==> config.mk <==
export PLATFORM = sky130hd
export DESIGN_NAME = fpdiv_seq_flat
export DESIGN_NICKNAME = d
export VERILOG_FILES = /design/src/rtl/fpdiv_seq_if.sv /design/src/rtl/fpdiv_seq.sv /design/src/flat_wrapper.sv
export SDC_FILE = /design/constraint.sdc
export NUM_CORES = 1
export LEC_CHECK = 0
export ABC_AREA = 1
export BUFFER_PORTS_ARGS = -buffer_cell sky130_fd_sc_hd__buf_2
export CAP_MARGIN = 15
export CORE_UTILIZATION = 40
export CTS_CLUSTER_DIAMETER = 60
export DETAILED_ROUTE_END_ITERATION = 7
export HOLD_SLACK_MARGIN = 0.12
export SLEW_MARGIN = 10
export SYNTH_ARGS = -nofsm -noshare
export SYNTH_HDL_FRONTEND = slang
export SYNTH_SLANG_ARGS = --single-unit
==> constraint.sdc <==
create_clock -name clk -period 4.15 [get_ports clk]
set_input_delay 0.2075 -clock clk [delete_from_list [all_inputs] [get_ports clk]]
set_output_delay 0.2075 -clock clk [all_outputs]
set_load 0.05 [all_outputs]
==> src/rtl/fpdiv_seq_if.sv <==
// Request/result bundle for the sequential fixed-point divider.
// The master drives the request fields; the slave (the divider) drives status and result.
interface fpdiv_seq_if #(
    parameter int N = 32
);
    logic         start;
    logic [N-1:0] dividend;
    logic [N-1:0] divisor;
    logic [N-1:0] quotient_out;
    logic         complete;
    logic         busy;
    logic         div_by_zero;
    logic         overflow;

    modport master (
        output start, dividend, divisor,
        input  quotient_out, complete, busy, div_by_zero, overflow
    );

    modport slave (
        input  start, dividend, divisor,
        output quotient_out, complete, busy, div_by_zero, overflow
    );
endinterface

==> src/rtl/fpdiv_seq.sv <==
// Sequential sign-magnitude fixed-point divider: restoring division, one quotient bit
// per clock, with saturation on overflow and an all-ones result on divide by zero.
module fpdiv_seq #(
    parameter int Q = 15,
    parameter int N = 32
) (
    input  logic         clk,
    input  logic         rst,
    fpdiv_seq_if.slave   bus
);
    localparam int ITERS = N - 1 + Q;
    localparam int CW    = $clog2(ITERS + 1);

    typedef enum logic [1:0] {S_IDLE, S_CALC, S_DONE} state_t;

    state_t         r_state;
    state_t         w_state_next;

    logic [N-2:0]   r_dvs;
    logic [N-2:0]   r_rem;
    logic [ITERS-1:0] r_work;
    logic [CW-1:0]  r_cnt;
    logic           r_sign;
    logic [N-1:0]   r_quot;
    logic           r_dbz;
    logic           r_ovf;

    logic [N-1:0]   w_trial;
    logic           w_ge;
    logic [N-2:0]   w_diff;
    logic [ITERS-1:0] w_quot;
    logic           w_ovf;
    logic [N-2:0]   w_mag;
    logic           w_sign_res;
    logic           w_last;
    logic           w_dvs_zero;

    // The partial remainder is always below the divisor, so the shifted trial fits in N bits
    // and the difference, when taken, fits back in N-1 bits.
    assign w_trial    = {r_rem, r_work[ITERS-1]};
    assign w_ge       = (w_trial >= {1'b0, r_dvs});
    assign w_diff     = w_trial[N-2:0] - r_dvs;
    assign w_quot     = {r_work[ITERS-2:0], w_ge};
    assign w_last     = (r_cnt == CW'(ITERS - 1));
    assign w_dvs_zero = (r_dvs == '0);

    generate
        if (Q > 0) begin : g_ovf
            assign w_ovf = |w_quot[ITERS-1:N-1];
        end else begin : g_no_ovf
            assign w_ovf = 1'b0;
        end
    endgenerate

    assign w_mag      = w_ovf ? '1 : w_quot[N-2:0];
    assign w_sign_res = r_sign & (|w_mag);

    always_ff @(posedge clk) begin
        if (rst) begin
            r_state <= S_IDLE;
        end else begin
            r_state <= w_state_next;
        end
    end

    always_comb begin
        w_state_next = r_state;
        case (r_state)
            S_IDLE:  if (bus.start) w_state_next = S_CALC;
            S_CALC:  if (w_dvs_zero || w_last) w_state_next = S_DONE;
            S_DONE:  w_state_next = S_IDLE;
            default: w_state_next = S_IDLE;
        endcase
    end

    always_comb begin
        bus.complete     = (r_state == S_DONE);
        bus.busy         = (r_state != S_IDLE);
        bus.quotient_out = r_quot;
        bus.div_by_zero  = r_dbz;
        bus.overflow     = r_ovf;
    end

    always_ff @(posedge clk) begin
        if (rst) begin
            r_dvs  <= '0;
            r_rem  <= '0;
            r_work <= '0;
            r_cnt  <= '0;
            r_sign <= 1'b0;
            r_quot <= '0;
            r_dbz  <= 1'b0;
            r_ovf  <= 1'b0;
        end else begin
            case (r_state)
                S_IDLE: begin
                    if (bus.start) begin
                        r_dvs  <= bus.divisor[N-2:0];
                        r_work <= ITERS'(bus.dividend[N-2:0]) << Q;
                        r_rem  <= '0;
                        r_cnt  <= '0;
                        r_sign <= bus.dividend[N-1] ^ bus.divisor[N-1];
                    end
                end
                S_CALC: begin
                    if (w_dvs_zero) begin
                        r_quot <= {r_sign, {(N-1){1'b1}}};
                        r_dbz  <= 1'b1;
                        r_ovf  <= 1'b0;
                    end else begin
                        r_rem  <= w_ge ? w_diff : w_trial[N-2:0];
                        r_work <= w_quot;
                        r_cnt  <= r_cnt + 1'b1;
                        if (w_last) begin
                            r_quot <= {w_sign_res, w_mag};
                            r_dbz  <= 1'b0;
                            r_ovf  <= w_ovf;
                        end
                    end
                end
                default: ;
            endcase
        end
    end
endmodule

==> src/flat_wrapper.sv <==
// flat-port wrapper written by rule: the top's interface ports become plain ports
module fpdiv_seq_flat 
#(
    parameter int Q = 15,
    parameter int N = 32
)
  (clk, rst, bus_start, bus_dividend, bus_divisor, bus_quotient_out, bus_complete, bus_busy, bus_div_by_zero, bus_overflow);
  fpdiv_seq_if #(.N(N)) bus_i ();
  input  logic clk;
  input  logic rst;
  input wire logic [$bits(bus_i.start)-1:0] bus_start;
  input wire logic [$bits(bus_i.dividend)-1:0] bus_dividend;
  input wire logic [$bits(bus_i.divisor)-1:0] bus_divisor;
  output wire logic [$bits(bus_i.quotient_out)-1:0] bus_quotient_out;
  output wire logic [$bits(bus_i.complete)-1:0] bus_complete;
  output wire logic [$bits(bus_i.busy)-1:0] bus_busy;
  output wire logic [$bits(bus_i.div_by_zero)-1:0] bus_div_by_zero;
  output wire logic [$bits(bus_i.overflow)-1:0] bus_overflow;
  assign bus_i.start = bus_start;
  assign bus_i.dividend = bus_dividend;
  assign bus_i.divisor = bus_divisor;
  assign bus_quotient_out = bus_i.quotient_out;
  assign bus_complete = bus_i.complete;
  assign bus_busy = bus_i.busy;
  assign bus_div_by_zero = bus_i.div_by_zero;
  assign bus_overflow = bus_i.overflow;
  fpdiv_seq #(.Q(Q), .N(N)) u_core (.clk(clk), .rst(rst), .bus(bus_i));
endmodule
======== Word-level counts from Yosys, hierarchy flattened ========
Cells that the tools add are included.
word-level totals
  bits of input ports ..................... 67
  memory bits (read-only) ................. 0
  flip-flop bits (word level) ............. 151
  bits in writable memories ............... 0
  memories kept ........................... 0
  bits in latches ......................... 0
operators by class
  divide/modulo/power cells ............... 0
  reduce and logical (&&, ||, !) cells .... 12
  bitwise logic cells ..................... 2
  multiply operators ...................... 0
  equality and inequality tests ........... 6
  order comparisons ....................... 1
  shift-type cells ........................ 0
  add/sub/neg operators ................... 2
  muxes and demuxes ....................... 20
operator list
  operator                                                               count
  31-bit two-way mux                                                     4
  46-bit two-way mux                                                     2
  46-bit case mux with 2 select lines                                    1
  32-bit two-way mux                                                     2
  31-bit case mux with 2 select lines                                    1
  32-bit by 31-bit >= comparator with 1-bit output                       1
  31-bit zero test                                                       1
  31-bit OR reduction                                                    1
  31-bit subtractor                                                      1
  15-bit OR reduction                                                    1
  6-bit two-way mux                                                      2
  6-bit case mux with 2 select lines                                     1
  6-bit by 1-bit adder with 6-bit output, second input constant          1
  6-bit equality test, second input constant                             1
  2-bit AND reduction                                                    3
  2-bit nonzero test                                                     3
  1-bit two-way mux                                                      4
  2-bit two-way mux                                                      2
  2-bit != test, second input constant                                   2
  2-bit case mux with 2 select lines                                     1
  3-bit AND reduction                                                    1
  2-bit by 1-bit equality test with 1-bit output, second input constant  1
  2-bit equality test, second input constant                             1
  2-bit zero test                                                        1
  other kinds (4)                                                        4

======== Depth between registers and ports, before layout ========
Gate-level depths: netlist of the first run.
  depth in word-level cells ............... 6
  gate-level depth with buffers ........... 17
  gate-level depth less buffers ........... 16

======== Least setup slack after synthesis of the first run ========
OpenSTA, ideal clock, no wires.
  path kind ............................... reg-to-reg
  from .................................... register u_core.r_work[45]
  to ...................................... register u_core.r_rem[29]
  data required time ...................... 4018 ps
  slack ................................... 2065 ps
  data arrival time ....................... 1952 ps
  cell stages (with the launch flop) ...... 17
  path buffers ............................ 1
  path through ............................ dfxtp_1 inv_1 ha_1 fa_1 inv_1 nand2_1 nand2_1 nand3_1 nand2_2 nand2_2 nand2_2 nand2_2 nand3_4 buf_2 nand3_1 nand2_1 a21oi_1
between the ends
  cells in the longest elaborated chain, start to end .. 4
ends and longest elaborated chain
  what                                                                                   line                              text
  start, declared                                                                        fpdiv_seq.sv:21                   logic [ITERS-1:0] r_work;
  start signal, assigned                                                                 fpdiv_seq.sv:99                   r_work <= ITERS'(bus.dividend[N-2:0]) << Q;
  start signal, assigned                                                                 fpdiv_seq.sv:112                  r_work <= w_quot;
  31-bit subtractor or 32-bit by 31-bit >= comparator with 1-bit output (tied branches)  fpdiv_seq.sv:42, fpdiv_seq.sv:41
  31-bit two-way mux *                                                                   fpdiv_seq.sv:111                  r_rem <= w_ge ? w_diff : w_trial[N-2:0];
  31-bit two-way mux *                                                                   fpdiv_seq.sv:106                  if (w_dvs_zero) begin
  31-bit case mux with 2 select lines *                                                  fpdiv_seq.sv:95                   case (r_state)
  end signal, assigned                                                                   fpdiv_seq.sv:111
  end, declared                                                                          fpdiv_seq.sv:20                   logic [N-2:0] r_rem;
Every way passes the cells marked *; elsewhere a longest branch is shown, timed or not. The select of a mux whose other input is x is not followed.
A chain may end at the register's enable or synchronous reset.

======== Final worst setup path of the first run ========
  from .................................... register u_core.r_work[45]
  to ...................................... register u_core.r_rem[20]
Same word-level chain as after synthesis.

==> run metrics, run 1 <==
post-route insts no fill=1,833; post-cts resize count=0; H-Tree Depth=4; Synth top cells by count=nand2_1, inv_1, dfxtp_1, o21ai_0, nor2_1; first-pass GRT wire length=39,800 um; Yosys top cell area share=33.7%; synth warn=0; number of antenna diodes=0; crit path launch type=flip-flop; synthesized flop and latch total=151; crit share post-route=67.6%; standard-cell rows=54; Psw=2.17 mW; Die Ht=152 um; Worst-path clk slew=0.08 ns; Vias/cell=4.89; Tmin final=2.81 ns; Port-buffer cells=102; clock share of power=30.2%; Clock Skew=0.0185 ns; count leader, synth=nand2_1; critical path endpoint category=flip-flop; peak supply drop=0.240 mV; Post-Synthesis Cells=1,436; dpl hpwl=17,300 um; Gate power share=38.3%; static leakage=5.28 nW; pwr dens=495 mW/mm^2; I/O Pins=103; CTS Sinks=151; Worst Tran Pin Value=0.924 ns; DP Cell Count=1,767; cell area after synthesis=0.00896 mm^2; first drt pass iteration count=5; layout cells sized above 1=11.9%; total wire length=24,300 um; Min-Delay Path Class=in -> reg; Die Area=0.0230 mm^2; root buf cell=clkbuf_16; TritonCTS clock tree=yes; Sw Share=41.4%; DRC errors left=0; vias=8,965; filler cell count=2,366; Synthesized Nets=1,537; Post-synth EDFFs=0; vias in the first global route=8,312; TritonCTS Buffers=17; DRT iter0 DRCs=488; area grow syn2layout=18.1%; Pins Over Slew Limit=0; antenna violations before repair=0; Die X-Extent=152 um; Fmax=356 MHz; internal power=3.07 mW; crit-path max FO=60; Starting Density=40.9%; sequential power share=31.5%; Placeable Area=0.0219 mm^2; # Post-CTS Setup Buffers=0; area leader, netlist=dfxtp_1; status=complete, no violations; final setup violation count=0; register area share after synthesis=33.7%; RSZ-0062 raised after global routing=false; Critical Path AT=3.10 ns; Max Cap Viol=0; Avg Inst Size Synth=6.24 um^2; nets=1,641; GPL Wtd Cong=0.893; WL/cell=13.2 um; final hold vios=0; Core Util, Final=48.3%; top cells by area, synth=dfxtp_1, nand2_1, inv_1, o21ai_0, a21oi_1; Yosys cell types=38; critical path class=reg -> reg; GR Overflow Total=0; GRT Util Overall=21.7%; largest net degree at the start of global routing=65; ys flop type=dfxtp_1; post-route antenna net violation count=0; relative slew slack=38.3%; Async S/R FF share, synth=0%; Max Root-Sink Buffers=2; Clk Latency, worst-skew pair=0.43 ns; Critical Path RT=4.44 ns; setup TNS=0 ns
-- through the flow --
| stage | setup WS [ns] | power (mW) | hold WS (ns) | area [um^2] |
|---|---|---|---|---|
| floorplan | 2.07 | 3.25 | 0.368 | 8960 |
| global placement | 1.38 | 3.64 | 0.440 | 9630 |
| detailed placement | 1.37 | 3.65 | 0.444 | 9630 |
| CTS | 1.34 | 5.28 | 0.139 | 10600 |
| global route | 1.07 | 5.64 | 0.146 | 10600 |
| finish | 1.34 | 5.24 | 0.148 | 10600 |
-- kinds of logic (layout without fill, tap and decap cells) --
kind of cell	count (synthesis)	count (layout)	share of synthesized area, %
AOI/OAI and AO/OA	287	287	16.3
and+or+nand+nor	678	678	31.7
DFF	151	151	33.7
adders and majority gates	34	34	4.83
xor gates and xnor gates	16	16	1.56
buffers and inverters	270	387	11.9
-- area by class of cell --
type	instances	area, um^2	share of cell area, %
Tap cell	280	350	3.31
Clock inverter	14	175	1.66
Inverter	211	792	7.48
Timing Repair Buffer	144	923	8.73
Clock buffer	18	439	4.15
Sequential cell	151	3020	28.6
Multi-Input combinational cell	1015	4880	46.1
-- power by group through the flow --
stage                     clock [mW]  combinational [mW]  sequential [mW]
after floorplan                    0                1.58             1.66
after global placement             0                1.96             1.68
after detailed placement           0                1.97             1.68
after CTS                       1.62                2.01             1.65
after global routing            1.68                2.29             1.67
final                           1.58                2.01             1.65
-- final timing paths --
kind | start | endpoint | slack [ns] | cells after the start
setup reg to reg | u_core.r_work[45] | u_core.r_rem[20] | 1.34 | 15
setup / recovery | u_core.r_work[45] | u_core.r_rem[20] | 1.34 | 15
hold / removal | bus_dividend[22] | u_core.r_work[37] | 0.15 | 5
hold reg to reg | u_core.r_work[38] | u_core.r_work[38] | 0.45 | 2
-- routing by layer --
| layer | global-route usage (%) | part of all wire, % | vias up |
|---|---|---|---|
| li1 | - | - | 4754 |
| met1 | 27.3 | 47 | 4003 |
| met2 | 36.8 | 46 | 178 |
| met3 | 5.27 | 4.5 | 30 |
| met4 | 6.14 | 1.8 | 0 |
| met5 | 0 | 0 | - |
-- cell usage in the layout, fill, tap and decap left out, types with 21 or more instances in the layout --
master         Yosys  layout
nand2_1          401     399
inv_1            196     195
dfxtp_1          151     151
o21ai_0          140     140
nor2_1           138     138
a21oi_1          137     137
buf_2             11     102
nand3_1           80      80
dlygate4sd3_1      0      34
ha_1              33      33
nand4_1           21      21
-- worst max-delay path, cell delays in order, from the launching register on --
cell and delay, ns:
dfxtp_1 0.33, inv_1 0.06, ha_1 0.22, fa_1 0.41, inv_1 0.09, nand2_1 0.05
nand2_1 0.07, nand3_1 0.08, nand2_2 0.15, nand2_2 0.08, nand2_2 0.08, nand2_2 0.07
nand3_4 0.48, nand3_1 0.25, nand2_1 0.14, a21oi_1 0.06
-- repair_timing --
| action | in CTS | in global routing |
|---|---|---|
| endpoints found under the hold margin | 33 | 0 |
| hold buffers | 34 | 0 |
| endpoints found under the setup margin | 0 | 0 |
-- sequential cells by signal, summed over array words and instances, names as in the netlist --
register                 cells
u_core.bus.div_by_zero       1
u_core.bus.overflow          1
u_core.bus.quotient_out     32
u_core.r_cnt                 6
u_core.r_dvs                31
u_core.r_rem                31
u_core.r_sign                1
u_core.r_state               2
u_core.r_work               46
Power figures use the tool's default switching activity.
==> inputs of run 2 (changes only) <==
==> constraint.sdc (replaced) <==
create_clock -name clk -period 2.7 [get_ports clk]
set_input_delay 0.135 -clock clk [delete_from_list [all_inputs] [get_ports clk]]
set_output_delay 0.135 -clock clk [all_outputs]
set_load 0.05 [all_outputs]
==> run 2 against run 1 <==
Hold slack lost 0.010 ns. Clock power grew 58%. First-iteration DRC count grew 0.41%. Global-route usage grew 1.0 points. Via count grew 1.3%. Clock skew shrank 0.0069 ns. Critical endpoint is now u_core.r_rem[16]. Highest routed layer unchanged.
==> run metrics, run 2 (synthesis gave the netlist of run 1 again) <==
Clk Latency, worst-skew pair=0.44 ns; Placeable Area=0.0219 mm^2; Critical Path RT=3.00 ns; peak supply drop=0.474 mV; crit path launch type=flip-flop; post-cts resize count=0; standard-cell rows=54; CTS Sinks=151; Tmin final=2.42 ns; H-Tree Depth=4; RSZ-0062 raised after global routing=false; DP Cell Count=1,772; dpl hpwl=17,700 um; top sig layer=met4; placed cell areas=0.00971 mm^2; commonest cells after routing, fill and taps aside=nand2_1, inv_1, dfxtp_1, o21ai_0, nor2_1; vias in the first global route=8,608; # Post-CTS Setup Buffers=0; Max Root-Sink Buffers=2; crit-path max FO=22; post-route antenna net violation count=0; GRT Util Overall=22.8%; Hold WS=0.138 ns; Min-Delay Path Class=in -> reg; Clock Skew=0.0116 ns; most common cell after layout, fill and taps aside=nand2_1; final hold vios=0; Vias/cell=4.87; area grow syn2layout=21.8%; Port-buffer cells=102; DRC errors left=0; vias=9,079; relative slew slack=56.4%; Critical Path AT=2.72 ns; crit share post-route=89.7%; wire length on met1=11,600 um; largest net degree at the start of global routing=67; Final Instance Area=0.0109 mm^2; layout cells sized above 1=11.9%; nets=1,672; pwr dens=755 mW/mm^2; Max Cap Viol=0; DP Worst Slack=0.272 ns; Starting Density=40.9%; root buf cell=clkbuf_16; met3 wire length=1010 um; critical path class=reg -> reg; max reg flops=46; first-pass GRT wire length=41,300 um; register bank with the most flops=u_core.r_work; Core Util, Final=49.9%; filler cell count=2,295; TritonCTS clock tree=yes; final worst slack=0.277 ns; critical path endpoint category=flip-flop; GPL Wtd Cong=0.956; met2 WL=11,600 um; TritonCTS Buffers=17; Worst-path clk slew=0.07 ns; WL/cell=13.3 um; DRT iter0 DRCs=490; post-route insts no fill=1,864; Tot Pwr=8.25 mW; Die Ht=152 um; Worst Tran Pin Value=0.652 ns; Fmax=413 MHz; status=complete, no violations; Pins Over Slew Limit=0; total wire length=24,800 um; setup TNS=0 ns; static leakage=5.42 nW; Die Area=0.0230 mm^2; number of antenna diodes=0; first drt pass iteration count=4; GR Overflow Total=0; I/O Pins=103; antenna violations before repair=0; Die X-Extent=152 um; final setup violation count=0
-- run 2: cell count changes in the layout (fill, tap and decap cells not counted), sizes merged --
| cell | delta |
|---|---|
| buf | +5 |
| clkinvlp | +2 |
| dlygate4sd3 | +26 |
| clkinv | -6 |
| inv | +2 |
| bufinv | +2 |
-- run 2: power by group --
part	total [mW]	internal, mW	leakage (nW)	switching (mW)
registers	2.54	2.42	1.24	0.124
clock network	2.50	1.41	0.292	1.09
logic	3.21	1.13	3.90	2.08
total	8.25	4.95	5.42	3.30
-- run 2: layout make-up --
type | instances | area, um^2 | share of cell area (%)
Timing Repair Buffer | 175 | 1270 | 11.6
Clock inverter | 14 | 175 | 1.60
Sequential cell | 151 | 3020 | 27.7
Tap cell | 280 | 350 | 3.21
Clock buffer | 18 | 429 | 3.93
Inverter | 211 | 792 | 7.25
Multi-Input combinational cell | 1015 | 4880 | 44.7
-- run 2: repair_timing --
action	CTS	global route
hold buffers	60	0
endpoints found under the setup margin	0	0
endpoints found under the hold margin	59	0
-- run 2: critical path: stages (launching register included) --
cell,delay (ns)
dfxtp_1,0.33
inv_1,0.06
ha_1,0.22
fa_1,0.41
inv_1,0.09
nand2_1,0.05
nand2_1,0.07
nand3_1,0.07
nand2_2,0.12
nand2_2,0.07
nand2_2,0.07
nand2_2,0.07
nand3_4,0.17
buf_12,0.20
nand3_1,0.14
nand2_1,0.10
a21oi_1,0.05
-- run 2: final timing paths --
check / from / endpoint / slack, ns / depth (start not counted)
setup / recovery: u_core.r_work[45] / u_core.r_rem[16] / 0.28 / 16
hold reg to reg: u_core.r_work[35] / u_core.r_work[35] / 0.46 / 2
hold / removal: bus_dividend[29] / u_core.r_work[44] / 0.14 / 5
setup reg to reg: u_core.r_work[45] / u_core.r_rem[16] / 0.28 / 16
-- run 2: per-layer routing --
layer | GRT usage, % | up-vias
met5 | 0 | -
met4 | 7.72 | 0
met3 | 5.18 | 37
met2 | 38.9 | 148
met1 | 28.0 | 4084
li1 | - | 4810
==> inputs of run 3 (changes only) <==
--- a/config.mk
+++ b/config.mk
@@ -12,6 +12,7 @@
 export CTS_CLUSTER_DIAMETER = 60
 export DETAILED_ROUTE_END_ITERATION = 7
 export HOLD_SLACK_MARGIN = 0.12
+export PLACE_DENSITY_LB_ADDON = 0.2
 export SLEW_MARGIN = 10
 export SYNTH_ARGS = -nofsm -noshare
 export SYNTH_HDL_FRONTEND = slang
==> run 3 against run 2 <==
First-iteration DRC count fell by 2.7%. Sequential power barely moved. Power rose by 1.9%. Flip-flop and latch count did not move. Sequential share of layout area fell by 0.27 points. Non-clock buffer count rose by 10. Final cell count rose by 0.59%. Critical path depth fell by 6. Die area did not move. Utilization rose by 0.50 points. Count of clock-buffer cells in the layout fell by 1. Fmax fell by 3.1%. Critical path type unchanged.
==> run metrics, run 3 (synthesis gave the netlist of run 1 again) <==
status=complete, no violations; final hold vios=0; Worst Tran Pin Value=0.621 ns; filler cell count=2,273; TritonCTS clock tree=yes; critical path endpoint category=flip-flop; number of antenna diodes=0; area grow syn2layout=23.0%; Fmax=400 MHz; vias=9,224; peak supply drop=0.459 mV; Sw Share=40.4%; Critical path buffers and inverters=3; antenna violations before repair=0; register bank with the most flops=u_core.r_work; GR Overflow Total=0; Largest delay share family, worst path=simple AND/OR/NAND/NOR gates; DP Worst Slack=0.147 ns; largest net degree at the start of global routing=62; relative slew slack=58.4%; CP peak stage delay=0.56 ns; TritonCTS Buffers=17; Max stage delay cell, worst path=dlygate4sd3_1; Clock Skew=0.0111 ns; Max Cap Viol=0; Max Root-Sink Buffers=2; CTS Sinks=151; crit path launch type=flip-flop; static leakage=5.50 nW; Worst R2R Path Depth=10; CP Depth=10; dpl hpwl=17,800 um; first-pass GRT wire length=41,500 um; Hold WS=0.133 ns; Min-Delay Path Class=in -> reg; root buf cell=clkbuf_16; most common cell after layout, fill and taps aside=nand2_1; RSZ-0062 raised after global routing=false; Vias/cell=4.92; clock share of power=30.4%; nets=1,683; crit-path max FO=23; vias in the first global route=8,707; Die Area=0.0230 mm^2; H-Tree Depth=4; Core Util, Final=50.4%; Pins Over Slew Limit=0; DRC errors left=0; commonest cells after routing, fill and taps aside=nand2_1, inv_1, dfxtp_1, o21ai_0; DRT iter0 DRCs=477; Setup crit end=u_core.r_work[15]; Tmin final=2.50 ns; final worst slack=0.200 ns; Placeable Area=0.0219 mm^2; Psw=3.40 mW; max reg flops=46; Critical Path RT=3.03 ns; I/O Pins=103; crit share post-route=92.6%; sequential power share=30.2%; CP Launch Point=u_core.r_dvs[8]; Worst-path clk slew=0.08 ns; Final Instance Area=0.0110 mm^2; R2R Path End=u_core.r_work[15]; WL/cell=13.4 um; setup TNS=0 ns; pwr dens=762 mW/mm^2; critical path class=reg -> reg; Critical Path AT=2.83 ns; Port-buffer cells=102; R2R setup slack=0.20 ns; post-route insts no fill=1,875; post-route antenna net violation count=0; total wire length=25,200 um; final setup violation count=0; standard-cell rows=54; R2R Path Start=u_core.r_dvs[8]; GPL Wtd Cong=0.956; placed cell areas=0.00972 mm^2; GRT Util Overall=22.7%; Tot Pwr=8.41 mW; Die X-Extent=152 um; internal power=5.01 mW; Starting Density=40.9%; DP Cell Count=1,775; layout cells sized above 1=12.4%; Clk Latency, worst-skew pair=0.44 ns; crit path cell chain=inv_1, nand3_1, nor3_1, nand3_2, nand2_4, nand2_2, buf_4, o21ai_0, a31oi_1, dlygate4sd3_1; first drt pass iteration count=5; Die Ht=152 um; Gate power share=39.5%
[run 3: layer usage]
metal / wire (um) / vias up / GRT usage, %
met5: 0 / - / 0
met4: 511 / 0 / 7.08
met3: 1260 / 42 / 5.06
met2: 12000 / 217 / 39.3
met1: 11400 / 4116 / 27.6
li1: - / 4849 / -
[run 3: what timing repair did]
action,CTS,global route
setup endpoints to repair,0,20
buffers inserted,0,3
gates resized for setup,0,3
hold endpoints to repair,68,0
hold buffers,64,0
[run 3: how the worst min path moves through the flow]
stage               depth (start not counted)                 to              from  slack [ns]
floorplan                                   2  u_core.r_work[15]   bus_dividend[0]        0.30
global placement                            3    u_core.r_dvs[0]    bus_divisor[0]        0.39
detailed placement                          3  u_core.r_work[15]   bus_dividend[0]        0.41
CTS                                         5  u_core.r_work[44]  bus_dividend[29]        0.13
global route                                5  u_core.r_work[44]  bus_dividend[29]        0.17
finish                                      5  u_core.r_work[44]  bus_dividend[29]        0.13
[run 3: final cells by class]
type                            count  area [um^2]  area share, %
Clock inverter                     15          195           1.77
Tap cell                          280          350           3.18
Sequential cell                   151         3020           27.4
Inverter                          211          792           7.18
Timing Repair Buffer              185         1350           12.3
Clock buffer                       17          425           3.86
Multi-Input combinational cell   1016         4890           44.3
[run 3: power by group through the flow]
stage	sequential, mW	combinational (mW)	clock (mW)
final	2.54	3.32	2.55
after global routing	2.56	3.75	2.70
after CTS	2.53	3.21	2.60
after detailed placement	2.58	3.12	0
after global placement	2.58	3.09	0
after floorplan	2.55	2.43	0
[run 3: worst register-to-register path: stages, from the launching register on]
cell,delay (ns)
dfxtp_1,0.30
inv_1,0.10
nand3_1,0.11
nor3_1,0.42
nand3_2,0.27
nand2_4,0.13
nand2_2,0.06
buf_4,0.22
o21ai_0,0.19
a31oi_1,0.05
dlygate4sd3_1,0.56
